[src/rtl/prefetch_queue.sv]
// Byte-wide instruction prefetch queue: issues 16-bit code fetches, buffers the returned
// bytes in a circular store and presents the head three bytes plus a count to pre-decode.
module prefetch_queue #(
  parameter int DEPTH = 6
) (
  input  logic        clk,
  input  logic        reset_n,
  input  logic        ce,
  input  logic        flush,
  input  logic [15:0] flush_addr,
  input  logic [2:0]  consume,
  output logic        fetch_req,
  output logic [15:0] fetch_addr,
  input  logic        fetch_ack,
  input  logic [15:0] fetch_data,
  output logic [3:0]  q_len,
  output logic [7:0]  q0,
  output logic [7:0]  q1,
  output logic [7:0]  q2,
  output logic [15:0] q_ip
);

  typedef enum logic {IDLE, WAIT} state_t;

  localparam logic [3:0] DEPTH_L = 4'(DEPTH);

  logic [7:0]  mem   [0:7];
  logic [7:0]  mem_n [0:7];
  logic [2:0]  rd, wr, rd_n, wr_n;
  logic [3:0]  count, count_n, cons, count_c, space;
  logic [15:0] ip_n, fa_n;
  state_t      state, state_n;
  logic        discard, discard_n;
  logic [7:0]  q0_n, q1_n, q2_n;

  // Pointer advance modulo DEPTH; DEPTH need not be a power of two.
  function automatic logic [2:0] wrap(input logic [2:0] p, input logic [2:0] n);
    logic [3:0] s;
    s = {1'b0, p} + {1'b0, n};
    if (s >= DEPTH_L) s = s - DEPTH_L;
    return s[2:0];
  endfunction

  assign fetch_req = (state == WAIT);
  assign q_len     = count;

  always_comb begin
    cons      = ({1'b0, consume} > count) ? count : {1'b0, consume};
    count_c   = count - cons;
    space     = DEPTH_L - count_c;
    mem_n     = mem;
    rd_n      = rd;
    wr_n      = wr;
    count_n   = count;
    ip_n      = q_ip;
    fa_n      = fetch_addr;
    state_n   = state;
    discard_n = discard;

    if (flush) begin
      rd_n      = 3'd0;
      wr_n      = 3'd0;
      count_n   = 4'd0;
      ip_n      = flush_addr;
      fa_n      = flush_addr;
      state_n   = IDLE;
      // An outstanding fetch that has not been acked yet must have its ack swallowed later.
      discard_n = ((state == WAIT) || discard) && !fetch_ack;
    end else begin
      rd_n    = wrap(rd, cons[2:0]);
      count_n = count_c;
      ip_n    = q_ip + {12'h000, cons};
      case (state)
        IDLE: begin
          if (discard) begin
            if (fetch_ack) discard_n = 1'b0;
          end else if ((space >= 4'd2) || ((space >= 4'd1) && fetch_addr[0])) begin
            state_n = WAIT;
          end
        end
        WAIT: begin
          if (fetch_ack) begin
            state_n = IDLE;
            if (fetch_addr[0]) begin
              mem_n[wr] = fetch_data[15:8];
              wr_n      = wrap(wr, 3'd1);
              count_n   = count_c + 4'd1;
              fa_n      = fetch_addr + 16'd1;
            end else begin
              mem_n[wr]             = fetch_data[7:0];
              mem_n[wrap(wr, 3'd1)] = fetch_data[15:8];
              wr_n                  = wrap(wr, 3'd2);
              count_n               = count_c + 4'd2;
              fa_n                  = fetch_addr + 16'd2;
            end
          end
        end
        default: state_n = IDLE;
      endcase
    end

    q0_n = (count_n >= 4'd1) ? mem_n[rd_n]              : 8'h00;
    q1_n = (count_n >= 4'd2) ? mem_n[wrap(rd_n, 3'd1)]  : 8'h00;
    q2_n = (count_n >= 4'd3) ? mem_n[wrap(rd_n, 3'd2)]  : 8'h00;
  end

  always_ff @(posedge clk or negedge reset_n) begin
    if (!reset_n) begin
      rd         <= 3'd0;
      wr         <= 3'd0;
      count      <= 4'd0;
      q_ip       <= 16'h0000;
      fetch_addr <= 16'h0000;
      state      <= IDLE;
      discard    <= 1'b0;
      q0         <= 8'h00;
      q1         <= 8'h00;
      q2         <= 8'h00;
    end else if (ce) begin
      rd         <= rd_n;
      wr         <= wr_n;
      count      <= count_n;
      q_ip       <= ip_n;
      fetch_addr <= fa_n;
      state      <= state_n;
      discard    <= discard_n;
      q0         <= q0_n;
      q1         <= q1_n;
      q2         <= q2_n;
    end
  end

  // Byte storage carries no reset; unwritten slots are masked by count on the head outputs.
  always_ff @(posedge clk) begin
    if (ce) mem <= mem_n;
  end

endmodule

[config.mk]
export PLATFORM = sky130hd
export DESIGN_NAME = prefetch_queue
export DESIGN_NICKNAME = d
export VERILOG_FILES = /design/src/rtl/prefetch_queue.sv
export SDC_FILE = /design/constraint.sdc
export NUM_CORES = 1
export LEC_CHECK = 0
export CAP_MARGIN = 20
export CORE_MARGIN = 4
export CORE_UTILIZATION = 45
export CTS_CLUSTER_SIZE = 16
export DETAILED_ROUTE_END_ITERATION = 7
export HOLD_SLACK_MARGIN = 0.05
export PLACE_DENSITY = 0.65
export REMOVE_ABC_BUFFERS = 1
export SETUP_SLACK_MARGIN = 0.3
export SLEW_MARGIN = 10
export SYNTH_ARGS = -nofsm -noshare
export SYNTH_HDL_FRONTEND = slang
export SYNTH_SLANG_ARGS = --single-unit
[constraint.sdc]
create_clock -name clk -period 7.64 [get_ports clk]
set_input_delay 1.91 -clock clk [delete_from_list [all_inputs] [get_ports clk]]
set_output_delay 1.91 -clock clk [all_outputs]
set_load 0.1 [all_outputs]
==> results by group <==
Finish
  – Share of layout cells above drive strength 1: between 10% and 20%
  – Final nets: between 1,000 and 1,500
  – Register Area: between 0.003 and 0.004 mm²
  – # fillers: around 2,200
  – Antenna Cells: 0
  – Non-filler cells in the finished layout: ~1,600
  – Multi-input gate area: between 0.006 and 0.007 mm²
  – Cell area after layout: 0.0126 mm²
  – Area delta synth->final: 16.2%

CTS
  – Inserted Clock Buffers: 17
  – Clock sinks: between 100 and 150
  – Clock-pin slew on the worst setup and hold paths: around 0.060 ns
  – Post-CTS Setup Inserts: 0
  – H-tree depth: 4
  – CTS tree: done
  – Hold-fix buffers, CTS: 0
  – Clk Latency, worst-skew pair: between 0.4 and 0.5 ns
  – Max clock buf depth: 2
  – Resized cells post-CTS: 1
  – Clock root cell: clkbuf_16

Synth
  – Post-Syn Area per Cell: between 8 and 9 µm²
  – EDFF count, synth: between 60 and 70
  – Gate Count Post-Synth: 1,257
  – Post-synth top cells: 118 x nor2_1, 100 x nand2_1, 96 x o21ai_0, 82 x a21oi_1, 78 x clkbuf_1
  – Count leader, synth: nor2_1
  – Most used DFF post-synth: dfrtp_1
  – Synth warn: 0
  – Seq cells post-synth: 132
  – Synth top area share: 17.8%
  – Synthesized cell area: about 0.011 mm²
  – Ys async rst share: between 50% and 60%
  – Synth area leader: edfxtp_1
  – Seq/Total Area, Yosys: 33.5%
  – Yosys cell types: 75
  – Most area-consuming cells after synthesis: edfxtp_1 18%, dfrtp_1 16%, o21ai_0 4.4%, nor2_1 4.1%, ha_1 3.9%

Critical path
  – Crit. End Element: register
  – Setup CP Type: in -> reg
  – CP Max Fanout: 17
  – CP required: between 7 and 8 ns
  – Critical path arrival: 7.15 ns
  – Worst setup SP type: primary input

Timing
  – Max Clock Freq: roughly 0.15 GHz
  – Clk_skew: 0.0127 ns
  – Final Setup Violations: 0
  – Crit share post-route: between 80% and 90%
  – RSZ-0062 raised after global routing: no
  – Final hold vios: 0
  – Slew @ Worst Pin: approximately 1.1 ns
  – Setup ws final: about 0.80 ns
  – Tmin final: 6.84 ns
  – Slew headroom: 27.6%
  – Final Slew Violations: 0

Pwr
  – Sw frac: 51.3%
  – Pint: 2.83 mW
  – Sequential power share: roughly 20%
  – Worst vdd ir: approximately 0.26 mV
  – Total power: ~5.8 mW
  – Leakage: approximately 5 nW
  – Clock power share: between 10% and 20%
  – Sw power: 2.97 mW
  – Logic gate share of total power: roughly two thirds
  – Power per cell area: 461 mW/mm²

Placement
  – Placed cell count: 1,592
  – Buffers on Ports: 100
  – GPL Wtd Cong: approximately 0.89
  – Placed Area: approximately 0.012 mm²
  – Post-Place Setup Slack: -0.308 ns
  – HPWL after DPL: 24,900 µm

Detailed routing
  – Count of antenna-violating nets left after detailed routing: 0
  – DR iter-0 viols: 1,186
  – Residual DRC: 0
  – DR vias/cell: around 6.4
  – Via total after detailed routing: 10,446
  – Avg WL per Cell: 22.0 µm
  – DRT Pass-1 Iters: 6
  – Post-Route WL: about 36,000 µm

Hold path
  – Class of the worst hold path: reg -> reg

Global route
  – Vias in the first global route: between 9,000 and 10,000
  – First-pass GRT wire length: between 50,000 and 60,000 µm
  – Global Route Usage Sum: a little over a quarter
  – Pin count of the biggest net entering global routing: 69
  – GRT overflow: 0
  – Initial antenna violation count: 0

Floorplanning
  – DIE AREA: between 0.02 and 0.03 mm²
  – Row cnt: 56
  – Initial core utilization: between 40% and 50%
  – Die Ht: 163 µm
  – Area of the core: about 0.024 mm²
  – Ports: 101
  – Die Span X: roughly 160 µm

Flow run
  – Max-cap check violation count: 0

Status
  – Status: finished clean
[cell type report]
class	count	share of cell area, %
Tap cell	319	3.17
Timing Repair Buffer	122	9.23
Sequential cell	132	28.8
Inverter	58	1.73
Multi-Input combinational cell	962	52.3
Clock buffer	19	3.61
Clock inverter	13	1.09
[worst max-delay path, stage by stage]
cell             delay [ns]
clkdlybuf4s50_1        0.54
inv_1                  0.08
ha_1                   0.32
and3_1                 0.22
a211oi_2               0.36
o21ai_0                0.24
ha_1                   0.27
fa_1                   0.60
and3b_1                0.20
o31ai_2                0.09
nor2_2                 0.53
ha_1                   0.32
nand2_1                0.07
and4b_1                0.23
a311o_2                0.50
mux4_2                 0.34
a221o_1                0.33
[cells by family after synthesis]
| family | count (synthesis) | synth area share (%) |
|---|---|---|
| AND/OR/NAND/NOR | 389 | 16.9 |
| other | 1 | 0.0346 |
| XOR/XNOR | 13 | 1.23 |
| buffers and inverters | 163 | 5.81 |
| adder cells (fa/ha/maj) | 37 | 4.49 |
| multiplexers | 93 | 11.0 |
| AO/OA/AOI/OAI | 429 | 27.1 |
| flip-flops | 132 | 33.5 |
[through the flow]
stage | hold slack (ns) | setup TNS [ns] | utilization (%)
floorplan | 0.487 | 0 | -
global placement | 0.485 | -0.648 | 50.8
detailed placement | 0.484 | -2.40 | 50.8
CTS | 0.498 | 0 | 53.4
global route | 0.530 | 0 | 53.4
finish | 0.491 | 0 | 53.4
[layout by cell type (no fill, tap or decap), types with 8 or more instances in the layout]
master / netlist / final
nor2_1: 118 / 117
nand2_1: 100 / 100
clkdlybuf4s50_1: 0 / 98
o21ai_0: 96 / 96
a21oi_1: 82 / 82
dfrtp_1: 68 / 67
edfxtp_1: 64 / 64
inv_1: 56 / 55
o211ai_1: 51 / 51
nor3_1: 49 / 49
mux2i_1: 42 / 42
o22ai_1: 41 / 41
ha_1: 34 / 34
mux2_2: 32 / 32
nand3_1: 28 / 28
buf_4: 0 / 24
a31oi_1: 19 / 19
clkbuf_16: 0 / 18
o221a_2: 16 / 16
mux4_2: 16 / 16
nor2b_1: 15 / 15
o32a_1: 14 / 14
and3_1: 13 / 13
nand2b_1: 12 / 12
a221o_1: 12 / 12
a22o_1: 11 / 11
nor4_1: 10 / 10
xnor2_1: 9 / 9
a221oi_1: 9 / 9
or3_1: 9 / 9
o211a_1: 9 / 9
o2bb2ai_1: 9 / 9
nand4_1: 8 / 8
[path summary, 6_finish.rpt]
kind,startpoint,endpoint,slack (ns),cells after the start
setup / recovery,consume[2],q1[2]$_DFFE_PN0P_,0.80,17
min in group asynchronous,reset_n,q2[5]$_DFFE_PN0P_,1.60,1
setup reg to reg,q_len[1]$_DFFE_PN0P_,q1[2]$_DFFE_PN0P_,2.41,16
max in group asynchronous,reset_n,fetch_addr[0]$_DFFE_PN0P_,5.32,1
hold / removal,q0[5]$_DFFE_PN0P_,q0[5]$_DFFE_PN0P_,0.49,1
hold reg to reg,q0[5]$_DFFE_PN0P_,q0[5]$_DFFE_PN0P_,0.49,1
[power by group through the flow]
stage | clock [mW] | sequential [mW] | combinational [mW]
finish | 0.848 | 1.17 | 3.79
global route | 0.889 | 1.20 | 4.05
CTS | 0.856 | 1.16 | 3.74
detailed placement | 0 | 1.17 | 3.73
global placement | 0 | 1.17 | 3.67
floorplan | 0 | 1.79 | 2.15
[registers in the layout, indices dropped and copies added (netlist names)]
name / count
fetch_addr: 16
q_ip: 16
q1: 8
fetch_req: 1
wr: 3
q2: 8
mem: 64
rd: 3
q_len: 4
discard: 1
q0: 8
[routing by layer]
layer | up-vias | track usage (%) | part of all wire [%]
met4 | 0 | 11.7 | 4.3
li1 | 4833 | - | -
met2 | 476 | 41.4 | 46
met1 | 5054 | 37.2 | 43
met3 | 83 | 3.13 | 7.0
met5 | - | 0 | 0
(Power assumes the default switching activity.)
==> edit 1, RTL diff (same settings) <==
Set the parameter `DEPTH` to 4 (it was 6).
--- a/src/rtl/prefetch_queue.sv
+++ b/src/rtl/prefetch_queue.sv
@@ -2,5 +2,5 @@
 // bytes in a circular store and presents the head three bytes plus a count to pre-decode.
 module prefetch_queue #(
-  parameter int DEPTH = 6
+  parameter int DEPTH = 4
 ) (
   input  logic        clk,
Check against the original RTL: not equivalent (Yosys sat finds a counterexample within 10 cycles, from zero or initial values and one cycle with reset_n low).
==> edit 1 against the unedited design <==
Setup slack better by 600 ps; synthesized area is 8.9% lower; cell area is 8.5% lower; sequential cell count stayed put; power is 18% lower; critical endpoint is now q0[2]; critical path type unchanged; register-to-register slack better by 580 ps; wire length is 6.9% lower; critical path depth is 3 lower; utilization is 0.66 points higher; largest power group unchanged; largest cell class unchanged.
==> edit 1: results <==
export IMPL_insertion_delay_ps=440
export IMPL_instances_no_fill=1418
export IMPL_synth_compound_area_share=0.277
export IMPL_avgSynthCellArea_um2=9.15
export IMPL_critical_path_max_stage_delay_ps=580
export IMPL_vdd_drop_max_uv=270
export IMPL_synth_area_leaders="edfxtp_1, dfrtp_1, nand2_1"
export IMPL_holdPathEnd="q1[5]"
export IMPL_synth_seq_area_share=0.368
export IMPL_gp_congestion=0.939
export IMPL_ys_types=100
export IMPL_relSlewSlack=0.310
export IMPL_met1_usage=0.379
export IMPL_drt_iter0_drc=1053
export IMPL_fin_hold_ws_ps=489
export IMPL_grt_pass1_vias=8768
export IMPL_fin_crit_sh=0.817
export IMPL_fin_worst_skew_ps=14.6
export IMPL_reg2reg_slack_ps=2990
export IMPL_synth_adder_area_share=0.0378
export IMPL_grt_max_degree=77
export IMPL_synth_xor_area_frac=0.00622
export IMPL_status="finished clean"
export IMPL_cts_resized=0
export IMPL_yosys_mux_area_fraction=0.0764
export IMPL_r2r_end="q0[2]"
export IMPL_pre_cts_ws_ps=985
export IMPL_p_sw_frac=0.517
export IMPL_hold_path_startpoint="q1[5]"
export IMPL_drive_gt1_frac=0.109
export IMPL_nNetsFinal=1198
export IMPL_met2_usage=0.404
export IMPL_p_leak_nw=4.35
export IMPL_grt_pass1_wl_mm=51.5
export IMPL_grt_use_total=0.271
export IMPL_arrival_ps=6520
export IMPL_wirelength_mm=33.2
==> edit 1: changes by cell type after synthesis, moves of 10 or more <==
cell / change
o21ai_0: -53
o32ai_1: +18
clkbuf_1: -31
mux2_2: -10
buf_1: -11
nor2_1: -35
buf_2: +14
nor3_1: -23
mux2i_1: -11
o221a_2: -12
nor2b_1: -10
a211oi_1: +14
o211ai_1: -41
==> edit 1: power by group through the flow <==
| stage | combinational (W) | clock, W | sequential, W |
|---|---|---|---|
| global placement | 0.00280 | 0 | 0.00107 |
| CTS | 0.00284 | 0.000826 | 0.00106 |
| global route | 0.00305 | 0.000858 | 0.00109 |
| finish | 0.00287 | 0.000815 | 0.00107 |
| floorplan | 0.00134 | 0 | 0.00179 |
| detailed placement | 0.00283 | 0 | 0.00107 |
==> edit 1: metal layers <==
layer,vias to the layer above,share of wire
met5,-,0
met1,4487,0.42
met2,511,0.44
met3,49,0.11
met4,0,0.023
li1,4224,-
==> edit 1: area by class of cell <==
cell class | instances | area (um2)
clock buffers | 19 | 443
clock inverters | 13 | 135
fillers | 1928 | 9780
inverters | 61 | 229
multi-input cells | 797 | 5580
flip-flops and latches | 132 | 3620
well taps | 275 | 344
repair buffers | 121 | 1150
==> edit 1: stage by stage <==
stage                     cell area (um2)  power (W)
after floorplan                      9430    0.00313
after global placement              10900    0.00388
after detailed placement            10900    0.00390
after CTS                           11500    0.00473
after global routing                11500    0.00500
final                               11500    0.00475
==> edit 1: kinds of logic (layout without fill, tap and decap cells) <==
kind of cell	after synthesis	in the layout
xor gates and xnor gates	7	7
and+or+nand+nor	330	330
muxes	62	62
buffers and inverters	148	214
DFF	132	132
AOI/OAI and AO/OA	369	369
adders and majority gates	28	28
other	1	1
==> edit 2, RTL diff (same settings) <==
Without the edit above. Reset style: synchronous (`reset_n`), changed in one clocked block.
--- a/src/rtl/prefetch_queue.sv
+++ b/src/rtl/prefetch_queue.sv
@@ -105,5 +105,5 @@
   end
 
-  always_ff @(posedge clk or negedge reset_n) begin
+  always_ff @(posedge clk) begin
     if (!reset_n) begin
       rd         <= 3'd0;
Function: differs if reset_n is asserted again (counterexample within 4 cycles, from zero or initial values and one cycle with reset_n low); with reset_n held inactive, the same outputs for 4 cycles.
==> edit 2 against the unedited design <==
Sequential cell count did not move; wire length rose by 9.6%; clock skew barely moved; synthesized area rose by 2.2%; register-to-register slack got worse by 200 ps; cell count rose by 5.7%; cell area rose by 2.7%; setup slack got worse by 220 ps.
Power is not compared: it rests on default switching activity, and its combinational part moved more than twofold at a synthesized area within 25%.
==> edit 2: results <==
export IMPL_slowest_stage="clkdlybuf4s50_1"
export IMPL_yosys_mux_area_fraction=0.135
export IMPL_synthFlopType="dfxtp_1"
export IMPL_critPathTopFamily="simple AND/OR/NAND/NOR gates"
export IMPL_wirelength_mm=39.1
export IMPL_met1Wirelength_mm=15.8
export IMPL_cts_resized=0
export IMPL_fmax_mhz=142
export IMPL_viasPerCell=6.50
export IMPL_dp_final_hpwl_mm=25.2
export IMPL_first_pass_iters=7
export IMPL_synth_seq_area_share=0.297
export IMPL_grt_pass1_wl_mm=60.4
export IMPL_post_drt_wl_per_cell_um=22.8
export IMPL_async_flop_share=0
export IMPL_ys_types=84
export IMPL_r2r_cells=22
export IMPL_met3_usage=0.0701
export IMPL_arrival_ps=7390
export IMPL_synth_adder_area_share=0.0439
export IMPL_synth_xor_area_frac=0.0102
export IMPL_relSlewSlack=0.274
export IMPL_hold_path_startpoint="q0[0]"
export IMPL_synth_compound_area_share=0.253
export IMPL_num_fill_cells=2220
export IMPL_grt_use_total=0.289
export IMPL_pre_cts_ws_ps=-61.5
export IMPL_critical_path_max_stage_delay_ps=540
export IMPL_synth_area_leaders="edfxtp_1, dfxtp_1, mux4_2"
export IMPL_placed_cells=1683
export IMPL_status="finished clean"
export IMPL_met2_length_mm=17.4
export IMPL_worst_r2r_startpoint="q_len[1]"
export IMPL_path_max_fanout=14
export IMPL_drt_iter0_drc=1387
export IMPL_grt_pass1_vias=10600
export IMPL_met1_usage=0.383
export IMPL_reg2reg_slack_ps=2210
export IMPL_synth_common_cells="nand2_1, nor2_1, o21ai_0"
export IMPL_met2_usage=0.446
export IMPL_wl_met3_mm=4.24
export IMPL_synthCells=1337
==> edit 2: worst max path at each step <==
stage                        to  depth (start not counted)
after floorplan           q2[1]                         16
after global placement    q1[7]                         23
after global routing      q1[7]                         21
after CTS                 q1[3]                         23
after detailed placement  q1[3]                         23
final                     q1[3]                         23
==> edit 2: cell type report <==
| class | instances | area [um2] | share of cell area |
|---|---|---|---|
| timing repair buffer | 132 | 1260 | 0.0975 |
| sequential | 132 | 3280 | 0.254 |
| clock inverter | 8 | 43.8 | 0.00339 |
| tap | 324 | 405 | 0.0314 |
| inverter | 89 | 334 | 0.0259 |
| multi-input combinational | 1008 | 7060 | 0.547 |
| clock buffer | 24 | 524 | 0.0406 |
==> edit 2: per-stage QoR <==
stage | area, um2 | hold slack (ps)
after global routing | 12900 | 491
final | 12900 | 464
after floorplan | 10600 | 487
after global placement | 12300 | 451
after detailed placement | 12300 | 458
after CTS | 12900 | 470
